`src/rtl/axi_wpack_if.sv`:
```
// axi_wpack_if: narrow write-beat handshake plus FIFO write-port signals for axi_wpack.
interface axi_wpack_if #(
   parameter int IW    = 32,
   parameter int RATIO = 4
);
   localparam int FW = RATIO*IW + RATIO*IW/8 + 1;
   logic            s_valid;
   logic            s_ready;
   logic [IW-1:0]   s_data;
   logic [IW/8-1:0] s_strb;
   logic            s_last;
   logic            fifo_we;
   logic            fifo_wfull;
   logic [FW-1:0]   fifo_d;
   modport master (output s_valid, s_data, s_strb, s_last, fifo_wfull,
                   input  s_ready, fifo_we, fifo_d);
   modport slave  (input  s_valid, s_data, s_strb, s_last, fifo_wfull,
                   output s_ready, fifo_we, fifo_d);
endinterface

```
`src/rtl/axi_wpack.sv`:
```
// axi_wpack: packs RATIO narrow beats (or a shorter burst tail) into one wide async-FIFO word.
module axi_wpack #(
   parameter int IW    = 32,
   parameter int RATIO = 4
) (
   input  logic        WClk,
   input  logic        rstn,
   axi_wpack_if.slave  bus,
   output logic [15:0] words_out_o,
   output logic        busy_o
);
   localparam int LW = $clog2(RATIO);
   localparam int SW = IW/8;
   localparam int DW = RATIO*IW;
   localparam int BW = RATIO*SW;
   localparam int FW = DW + BW + 1;
   logic [LW-1:0] lane_q, lane_d;
   logic [DW-1:0] data_q, data_d, data_m;
   logic [BW-1:0] strb_q, strb_d, strb_m;
   logic [FW-1:0] hold_q, hold_d;
   logic          ov_q, ov_d;
   logic [15:0]   words_q, words_d;
   logic          accept, done;
   assign bus.s_ready = ~ov_q | ~bus.fifo_wfull;
   assign bus.fifo_we = ov_q & ~bus.fifo_wfull;
   assign bus.fifo_d  = hold_q;
   assign words_out_o = words_q;
   assign busy_o      = ov_q | (lane_q != '0);
   always_comb begin
      accept = bus.s_valid & bus.s_ready;
      done   = accept & (bus.s_last | (lane_q == LW'(RATIO-1)));
      data_m = data_q;
      strb_m = strb_q;
      for (int k = 0; k < RATIO; k++)
         if (lane_q == LW'(k)) begin
            data_m[k*IW +: IW] = bus.s_data;
            strb_m[k*SW +: SW] = bus.s_strb;
         end
      data_d  = done ? '0 : accept ? data_m : data_q;
      strb_d  = done ? '0 : accept ? strb_m : strb_q;
      lane_d  = done ? '0 : accept ? lane_q + LW'(1) : lane_q;
      hold_d  = done ? {bus.s_last, strb_m, data_m} : hold_q;
      // a completion in the draining cycle reloads the holder, so valid stays up
      ov_d    = done | (ov_q & ~bus.fifo_we);
      words_d = words_q + 16'(bus.fifo_we);
   end
   always_ff @(posedge WClk or negedge rstn)
      if (!rstn) begin
         lane_q  <= '0;
         data_q  <= '0;
         strb_q  <= '0;
         hold_q  <= '0;
         ov_q    <= 1'b0;
         words_q <= '0;
      end else begin
         lane_q  <= lane_d;
         data_q  <= data_d;
         strb_q  <= strb_d;
         hold_q  <= hold_d;
         ov_q    <= ov_d;
         words_q <= words_d;
      end
endmodule

```
`src/flat_wrapper.sv`:
```
// flat-port wrapper written by rule: the top's interface ports become plain ports
module axi_wpack_flat 
#(
   parameter int IW    = 32,
   parameter int RATIO = 4
)
  (WClk, rstn, words_out_o, busy_o, bus_s_valid, bus_s_data, bus_s_strb, bus_s_last, bus_fifo_wfull, bus_s_ready, bus_fifo_we, bus_fifo_d);
  axi_wpack_if #(.IW(IW), .RATIO(RATIO)) bus_i ();
  input  logic WClk;
  input  logic rstn;
  output logic [15:0] words_out_o;
  output logic busy_o;
  input wire logic [$bits(bus_i.s_valid)-1:0] bus_s_valid;
  input wire logic [$bits(bus_i.s_data)-1:0] bus_s_data;
  input wire logic [$bits(bus_i.s_strb)-1:0] bus_s_strb;
  input wire logic [$bits(bus_i.s_last)-1:0] bus_s_last;
  input wire logic [$bits(bus_i.fifo_wfull)-1:0] bus_fifo_wfull;
  output wire logic [$bits(bus_i.s_ready)-1:0] bus_s_ready;
  output wire logic [$bits(bus_i.fifo_we)-1:0] bus_fifo_we;
  output wire logic [$bits(bus_i.fifo_d)-1:0] bus_fifo_d;
  assign bus_i.s_valid = bus_s_valid;
  assign bus_i.s_data = bus_s_data;
  assign bus_i.s_strb = bus_s_strb;
  assign bus_i.s_last = bus_s_last;
  assign bus_i.fifo_wfull = bus_fifo_wfull;
  assign bus_s_ready = bus_i.s_ready;
  assign bus_fifo_we = bus_i.fifo_we;
  assign bus_fifo_d = bus_i.fifo_d;
  axi_wpack #(.IW(IW), .RATIO(RATIO)) u_core (.WClk(WClk), .rstn(rstn), .bus(bus_i), .words_out_o(words_out_o), .busy_o(busy_o));
endmodule
```
`config.mk`:
```
export PLATFORM = sky130hd
export DESIGN_NAME = axi_wpack_flat
export DESIGN_NICKNAME = d
export VERILOG_FILES = /design/src/rtl/axi_wpack_if.sv /design/src/rtl/axi_wpack.sv /design/src/flat_wrapper.sv
export SDC_FILE = /design/constraint.sdc
export NUM_CORES = 1
export LEC_CHECK = 0
export ABC_AREA = 1
export BUFFER_PORTS_ARGS = -buffer_cell sky130_fd_sc_hd__clkbuf_2
export CORE_ASPECT_RATIO = 1.25
export CORE_UTILIZATION = 51
export CTS_BUF_LIST = sky130_fd_sc_hd__clkbuf_16
export DETAILED_ROUTE_END_ITERATION = 16
export HOLD_SLACK_MARGIN = 0.08
export MAX_ROUTING_LAYER = met4
export PLACE_DENSITY_LB_ADDON = 0.2
export SLEW_MARGIN = 20
export SYNTH_ARGS = -nofsm -noshare
export SYNTH_HDL_FRONTEND = slang
export SYNTH_SLANG_ARGS = --single-unit
```
`constraint.sdc`:
```
create_clock -name WClk -period 1.54 [get_ports WClk]
set_clock_uncertainty 0.2 [all_clocks]
set_input_delay 0.077 -clock WClk [delete_from_list [all_inputs] [get_ports WClk]]
set_output_delay 0.077 -clock WClk [all_outputs]
set_load 0.005 [all_outputs]
```
==> results of run 1 <==
## worst max-delay path: cells and delay by family, from the launching register on
kind                     cells  cell delay (ps)
AND/OR/NAND/NOR              1               60
flip-flops                   1              420
buffers and inverters        3              490
AO/OA/AOI/OAI                2              370
adder cells (fa/ha/maj)      1              160
## synth_stat cells (all sizes together)
cell type / number
clkbuf: 30
ha: 7
o21a: 96
o22ai: 96
xnor2: 3
nand3: 19
nor2: 53
buf: 61
nand2: 420
a21oi: 1
o21ai: 159
dfrtp: 308
inv: 158
xor2: 5
nand4: 4
## flip-flops by register name (all words and copies together), names as in the netlist
name                flops
u_core.bus.fifo_d     145
u_core.data_q         128
u_core.lane_q           2
u_core.ov_q             1
u_core.strb_q          16
u_core.words_out_o     16
## power by group
| group | internal [mW] | switching, mW | total (mW) |
|---|---|---|---|
| Sequential | 10.4 | 1.31 | 11.7 |
| Combinational | 6.15 | 6.75 | 12.9 |
| Clock | 4.11 | 3.09 | 7.19 |
## cell usage in the layout, fill, tap and decap left out, types with 4 or more instances in the layout
cell	count
clkbuf_16	59
xor2_1	5
buf_6	18
nand3_1	16
o21a_1	94
inv_1	155
nor2_2	16
nor2_4	8
buf_12	25
o21ai_0	50
dlygate4sd3_1	41
dfrtp_1	307
clkinv_2	6
inv_2	4
clkbuf_2	203
nand2_4	12
o21ai_1	86
ha_4	6
nand2_2	50
buf_16	12
o21ai_2	22
o22ai_2	11
clkinv_1	9
nand2_1	357
buf_8	9
o22ai_1	85
nand4_1	4
buf_4	30
nor2_1	28
## layer usage
metal | share of wire [%] | vias up | GRT usage [%]
met2 | 50 | 420 | 41.8
met5 | 0 | - | -
met3 | 5.7 | 73 | 3.23
li1 | - | 5219 | -
met1 | 42 | 5555 | 37.0
met4 | 2.6 | 0 | 6.38
## repair_timing
item	4_1_cts	5_1_grt
endpoints found under the setup margin	302	304
gates resized for setup	61	172
hold endpoints to repair	599	0
setup buffers	9	10
hold buffers	41	0
cloned	7	42
pin swaps	28	105
## how the worst max path moves through the flow
stage                                        end  cells after the start
after detailed placement  u_core.bus.fifo_d[107]                      5
after global routing       u_core.bus.fifo_d[25]                      7
after floorplan            u_core.bus.fifo_d[62]                      9
after CTS                                 busy_o                      5
final                      u_core.bus.fifo_d[25]                      7
after global placement    u_core.bus.fifo_d[133]                      7
## cells by family (layout without fill, tap and decap cells)
logic type,after synthesis,after routing,share of synthesized area (%)
buffers and inverters,249,579,8.46
AND/OR/NAND/NOR,496,496,14.8
adder cells (fa/ha/maj),7,7,0.672
flip-flops,308,308,59.1
AO/OA/AOI/OAI,352,352,16.4
XOR/XNOR,8,8,0.537
## layout make-up
cell class	count	share of cell area (%)
clock buffer	31	4.30
clock inverter	22	0.958
inverter	158	3.39
multi-input combinational	863	26.6
sequential	308	42.7
tap	335	2.32
timing repair buffer	366	19.5
timing repair inverter	2	0.125
## per-stage QoR
stage	hold WS [ps]	cells	cell area, um^2
6_report	267	2085	18000
2_1_floorplan	-419	1420	13200
3_5_place_dp	-212	1924	14700
4_1_cts	240	2034	16600
5_1_grt	279	2085	18000
3_3_place_gp	-208	1924	14700
==> summary.md, run 1 <==
| Metric | Value |
|---|---|
| RSZ-0062 raised after global routing | yes |
| Routed Antenna Nets | 0 |
| Die Ht | 181 um |
| Vias in the first global route | 10.4k |
| Reg-to-reg setup timing slack | -260 ps |
| Share of cells above drive strength 1 | 29.1% |
| Leak | 8.65 nW |
| Final Worst Setup Slack | -265 ps |
| Num Clock Sinks | 308 |
| Worst Path Arrival | 2060 ps |
| Routed wire per std cell | 18.6 um |
| Yosys reg bits | 308 |
| Post-Syn Nets | 1468 |
| Final hold vios | 0 |
| DPL Wire Length | 20800 um |
| H-tree Lvls | 1 |
| CP Capture Type | flip-flop |
| Top post-synthesis cells by area | dfrtp_1 59%, nand2_1 12%, o21a_1 5.5%, o22ai_1 4.6%, inv_1 4.5% |
| Tightest Pin Transition | 349 ps |
| WHS Endpoint | u_core.bus.fifo_d[144] |
| Initial DRC Count | 681 |
| Placeable Area | 25200 um^2 |
| Yosys top cell area share | 59.1% |
| Worst setup SP type | flip-flop |
| Synthesis warning total | 0 |
| Starting Density | 51.7% |
| Routed WL | 38700 um |
| Grt ovf | 0 |
| Post-layout util | 71.5% |
| Rows | 65 |
| Critical path class | flip-flop to flip-flop |
| Fin crit share | 117% |
| CTS tree | done |
| Clock tree buffer depth | 3 |
| # IOs | 205 |
| Multi-input combinational cell area | 4800 um^2 |
| Post-Syn Area | 13000 um^2 |
| Mean Syn Cell Area | 9.18 um^2 |
| Min-delay src | bus_s_last |
| Worst Hold Class | input pin to flip-flop |
| R2R Path End | u_core.bus.fifo_d[25] |
| DR vias | 11.3k |
| Die ar. | 26200 um^2 |
| Syn Inst Count | 1420 |
| RR Startpoint | u_core.lane_q[1] |
| Worst hold path cell count | 4 |
| Port bufs | 204 |
| Fmax | 554 MHz |
| Nets | 1777 |
| Tmin final | 1800 ps |
| Post-synthesis sequential area ratio | 59.1% |
| Storage cell area | 7710 um^2 |
| Die width | 145 um |
| N_diodes | 0 |
| CP peak stage delay | 420 ps |
| Fill count | 1802 |
| Num CTS Buffers | 30 |
| Via/cell ratio | 5.40 |
| Pin count of the biggest net entering global routing | 57 |
| Pre-CTS WS | -155 ps |
| Yosys cell types | 25 |
| Worst-Skew Late Latency | 550 ps |
| Slew Viols, Final | 0 |
| CP required | 1800 ps |
| CTS root buf | clkbuf_16 |
| Max VDD drop | 1010 uV |
| Setup Viol. Count Final | 302 |
| GPL Wtd Cong | 0.825 |
| First-pass GRT wire length | 54500 um |
| Clock-pin slew on the worst setup and hold paths | 70 ps |
| Worst path slowest cell | dfrtp_1 |
| Failing checks | setup timing |
| Power consumption | 31.8 mW |
| Run status | finished, violations left |
| Pwr Density | 1760 nW/um^2 |
| Tot GR Track Use | 26.6% |
| Drt drc | 0 |
| P&R area growth vs syn | 38.3% |
| CP cell instances | inv_2, ha_4, buf_6, clkbuf_16, nand2_1, o21a_1, o21ai_0 |
| CP startpoint | u_core.lane_q[1] |
| Max-Cap Viols | 0 |
| Max_slew headroom | 76.8% |
| Synth area leader | dfrtp_1 |
| Worst-path fanout max | 12 |
| Initial antenna violation count | 0 |
| Worst reg2reg path depth | 7 |
| Setup_tns | -41720 ps |
| Drt first pass iters | 5 |
Note: power is estimated with default switching activity, not from simulation.
==> run 2, diff against run 1 <==
Settings changed: CORE_UTILIZATION 51 to 50.
==> run 2 against run 1 <==
  * The flow still finishes with violations (setup timing)
  * Utilization fell by 1.9 points
  * Critical endpoint is now u_core.bus.fifo_d[107]
  * Largest power group unchanged
  * Maximum frequency shrank 1.5%
  * Register-to-register slack worse by 30 ps
  * Highest routed layer unchanged
  * Global-route usage is 1.7 points higher
==> summary.md, run 2 (synthesis results as in run 1) <==
| Metric | Value |
|---|---|
| WHS Endpoint | u_core.bus.fifo_d[144] |
| Die width | 146 um (+0.98%) |
| Leak | 8.54 nW (-1.3%) |
| First-pass GRT wire length | 57900 um (+6.2%) |
| H-tree Lvls | 1 (unchanged) |
| CP cell instances | buf_6, ha_4, nor2_8, nor2_4, clkinv_8, buf_12, clkbuf_16, nand2_1, nand2_1 |
| Placed insts | 1933 (+0.47%) |
| Reg-to-reg setup timing slack | -290 ps (-30 ps) |
| GPL Wtd Cong | 0.836 (+1.3%) |
| Run status | finished, violations left |
| Drt drc | 0 (unchanged) |
| Fmax | 546 MHz (-1.5%) |
| R2R Path End | u_core.bus.fifo_d[107] |
| DR vias | 11.1k (-1.7%) |
| CTS root buf | clkbuf_16 |
| Final Non-Filler Cells | 2078 (-0.34%) |
| Share of cells above drive strength 1 | 25.6% (-3.4 points) |
| Worst path slowest cell | dfrtp_1 |
| Worst-Skew Late Latency | 540 ps (about the same) |
| Routed Antenna Nets | 0 (unchanged) |
| Clock power frac | 23.6% (+1.0 points) |
| Die Ht | 183 um (+0.98%) |
| Tmin final | 1830 ps (+28.3 ps) |
| Fin crit share | 119% (+1.8 points) |
| Routed WL | 36800 um (-4.9%) |
| N_diodes | 0 (unchanged) |
| Slew Viols, Final | 0 (unchanged) |
| Rows | 65 (unchanged) |
| Via/cell ratio | 5.33 (-1.4%) |
| Worst Hold Class | input pin to flip-flop |
| Final Worst Setup Slack | -293 ps (-28.3 ps) |
| Internal cell power | 20.5 mW (-0.85%) |
| Most used cell, CP | nand2_1 |
| Port bufs | 204 (unchanged) |
| Initial DRC Count | 637 (-6.5%) |
| CP required | 1770 ps (-30 ps) |
| Setup Viol. Count Final | 294 (-2.6%) |
| Nets | 1768 (-0.51%) |
| Max_slew headroom | 60.6% (-16 points) |
| Max VDD drop | 1190 uV (+17%) |
| Post-route cell area | 17700 um^2 (-1.7%) |
| # IOs | 205 (unchanged) |
| RSZ-0062 raised after global routing | yes |
| CP startpoint | u_core.lane_q[0] |
| DPL Wire Length | 22100 um (+6.3%) |
| Num Clock Sinks | 308 (unchanged) |
| Failing checks | setup timing |
| CP peak stage delay | 380 ps (-40 ps) |
| Commonest cells after routing, fill and taps aside | 390 x nand2_1, 308 x dfrtp_1, 202 x clkbuf_2, 161 x inv_1, 96 x o21a_1 |
| Sw frac | 34.6% (-0.53 points) |
| Pin count of the biggest net entering global routing | 61 (+7.0%) |
| Min-delay src | bus_s_last |
| Pwr Density | 1760 nW/um^2 (+0.10%) |
| P_sw | 10.8 mW (-3.1%) |
| Num CTS Buffers | 30 (unchanged) |
| Die ar. | 26700 um^2 (+2.0%) |
| Starting Density | 51.2% (-0.50 points) |
| Placeable Area | 25500 um^2 (+0.97%) |
| Final hold slack | 256 ps (-11.4 ps) |
| Tightest Pin Transition | 591 ps (+243 ps) |
| Worst-path fanout max | 9 (-3) |
| Gate power share | 39.0% (-1.6 points) |
| Worst setup SP type | flip-flop |
| Max-Cap Viols | 0 (unchanged) |
| Drt first pass iters | 5 (unchanged) |
| Vias in the first global route | 11.0k (+6.2%) |
| P&R area growth vs syn | 35.9% |
| Most common cell after layout, fill and taps aside | nand2_1 |
| Critical path class | flip-flop to flip-flop |
| Initial antenna violation count | 0 (unchanged) |
| Clock tree buffer depth | 3 (unchanged) |
| Worst Path Arrival | 2070 ps (about the same) |
| Routed wire per std cell | 17.7 um (-4.6%) |
| Power consumption | 31.3 mW (-1.6%) |
| Placement Cell Area | 15000 um^2 (+1.5%) |
| Worst hold path cell count | 4 (unchanged) |
| Part of the power in registers | 37.4% (+0.6 points) |
| Grt ovf | 0 (unchanged) |
| CTS tree | done |
| Clock-pin slew on the worst setup and hold paths | 60 ps (about the same) |
| Largest register FFs | 145 (unchanged) |
| RR Startpoint | u_core.lane_q[0] |
| Worst reg2reg path depth | 9 (+2) |
| Tot GR Track Use | 28.3% (+1.7 points) |
| Final hold vios | 0 (unchanged) |
| Pre-CTS WS | -123 ps (+31.6 ps) |
| CP Capture Type | flip-flop |
## run 2: through the flow
| stage | TNS, ps | utilization, % |
|---|---|---|
| 2_1_floorplan | -8740 | - |
| 3_3_place_gp | -7700 | 58.7 |
| 3_5_place_dp | -20230 | 58.7 |
| 4_1_cts | -43850 | 68.4 |
| 5_1_grt | -72680 | 69.6 |
| 6_report | -56810 | 69.6 |
## run 2: cell type report
type,count,area [um^2]
flip-flops and latches,308,7710
repair inverters,1,8.76
inverters,158,616
well taps,335,419
repair buffers,356,3330
fillers,1888,7740
multi-input cells,865,4650
clock buffers,31,776
clock inverters,24,208
## run 2: how the worst max path moves through the flow
stage	cells after the start	end	slack, ps
CTS	6	busy_o	-250
global placement	6	u_core.bus.fifo_d[19]	-70
global route	9	u_core.bus.fifo_d[112]	-340
floorplan	9	u_core.bus.fifo_d[62]	-70
finish	9	u_core.bus.fifo_d[107]	-290
detailed placement	6	u_core.bus.fifo_d[3]	-120
## run 2: repair_timing
| item | in CTS | in global routing |
|---|---|---|
| gates cloned | 20 | 5 |
| setup buffers | 23 | 4 |
| hold buffers | 41 | 0 |
| gates resized for setup | 86 | 72 |
| endpoints found under the setup margin | 292 | 323 |
| endpoints found under the hold margin | 599 | 0 |
| pin swaps | 39 | 21 |
## run 2: power groups by stage
stage	sequential, mW	clock [mW]	combinational, mW
2_1_floorplan	11.6	0	5.61
3_3_place_gp	11.7	0	9.21
3_5_place_dp	11.8	0	9.49
4_1_cts	11.6	7.47	11.8
5_1_grt	11.9	7.76	13.3
6_report	11.7	7.38	12.2
## run 2: per-layer routing
| layer | vias to the layer above | GRT usage [%] | share of wire, % |
|---|---|---|---|
| li1 | 5194 | - | - |
| met1 | 5409 | 36.9 | 42 |
| met2 | 390 | 45.1 | 49 |
| met3 | 82 | 3.82 | 5.9 |
| met4 | 0 | 10.8 | 3.5 |
| met5 | - | - | 0 |
## run 2: worst max-delay path: cells and delay by family (launching register included)
family | cells | cell delay (ps)
adder cells (fa/ha/maj) | 1 | 160
buffers and inverters | 4 | 600
AND/OR/NAND/NOR | 4 | 370
flip-flops | 1 | 380
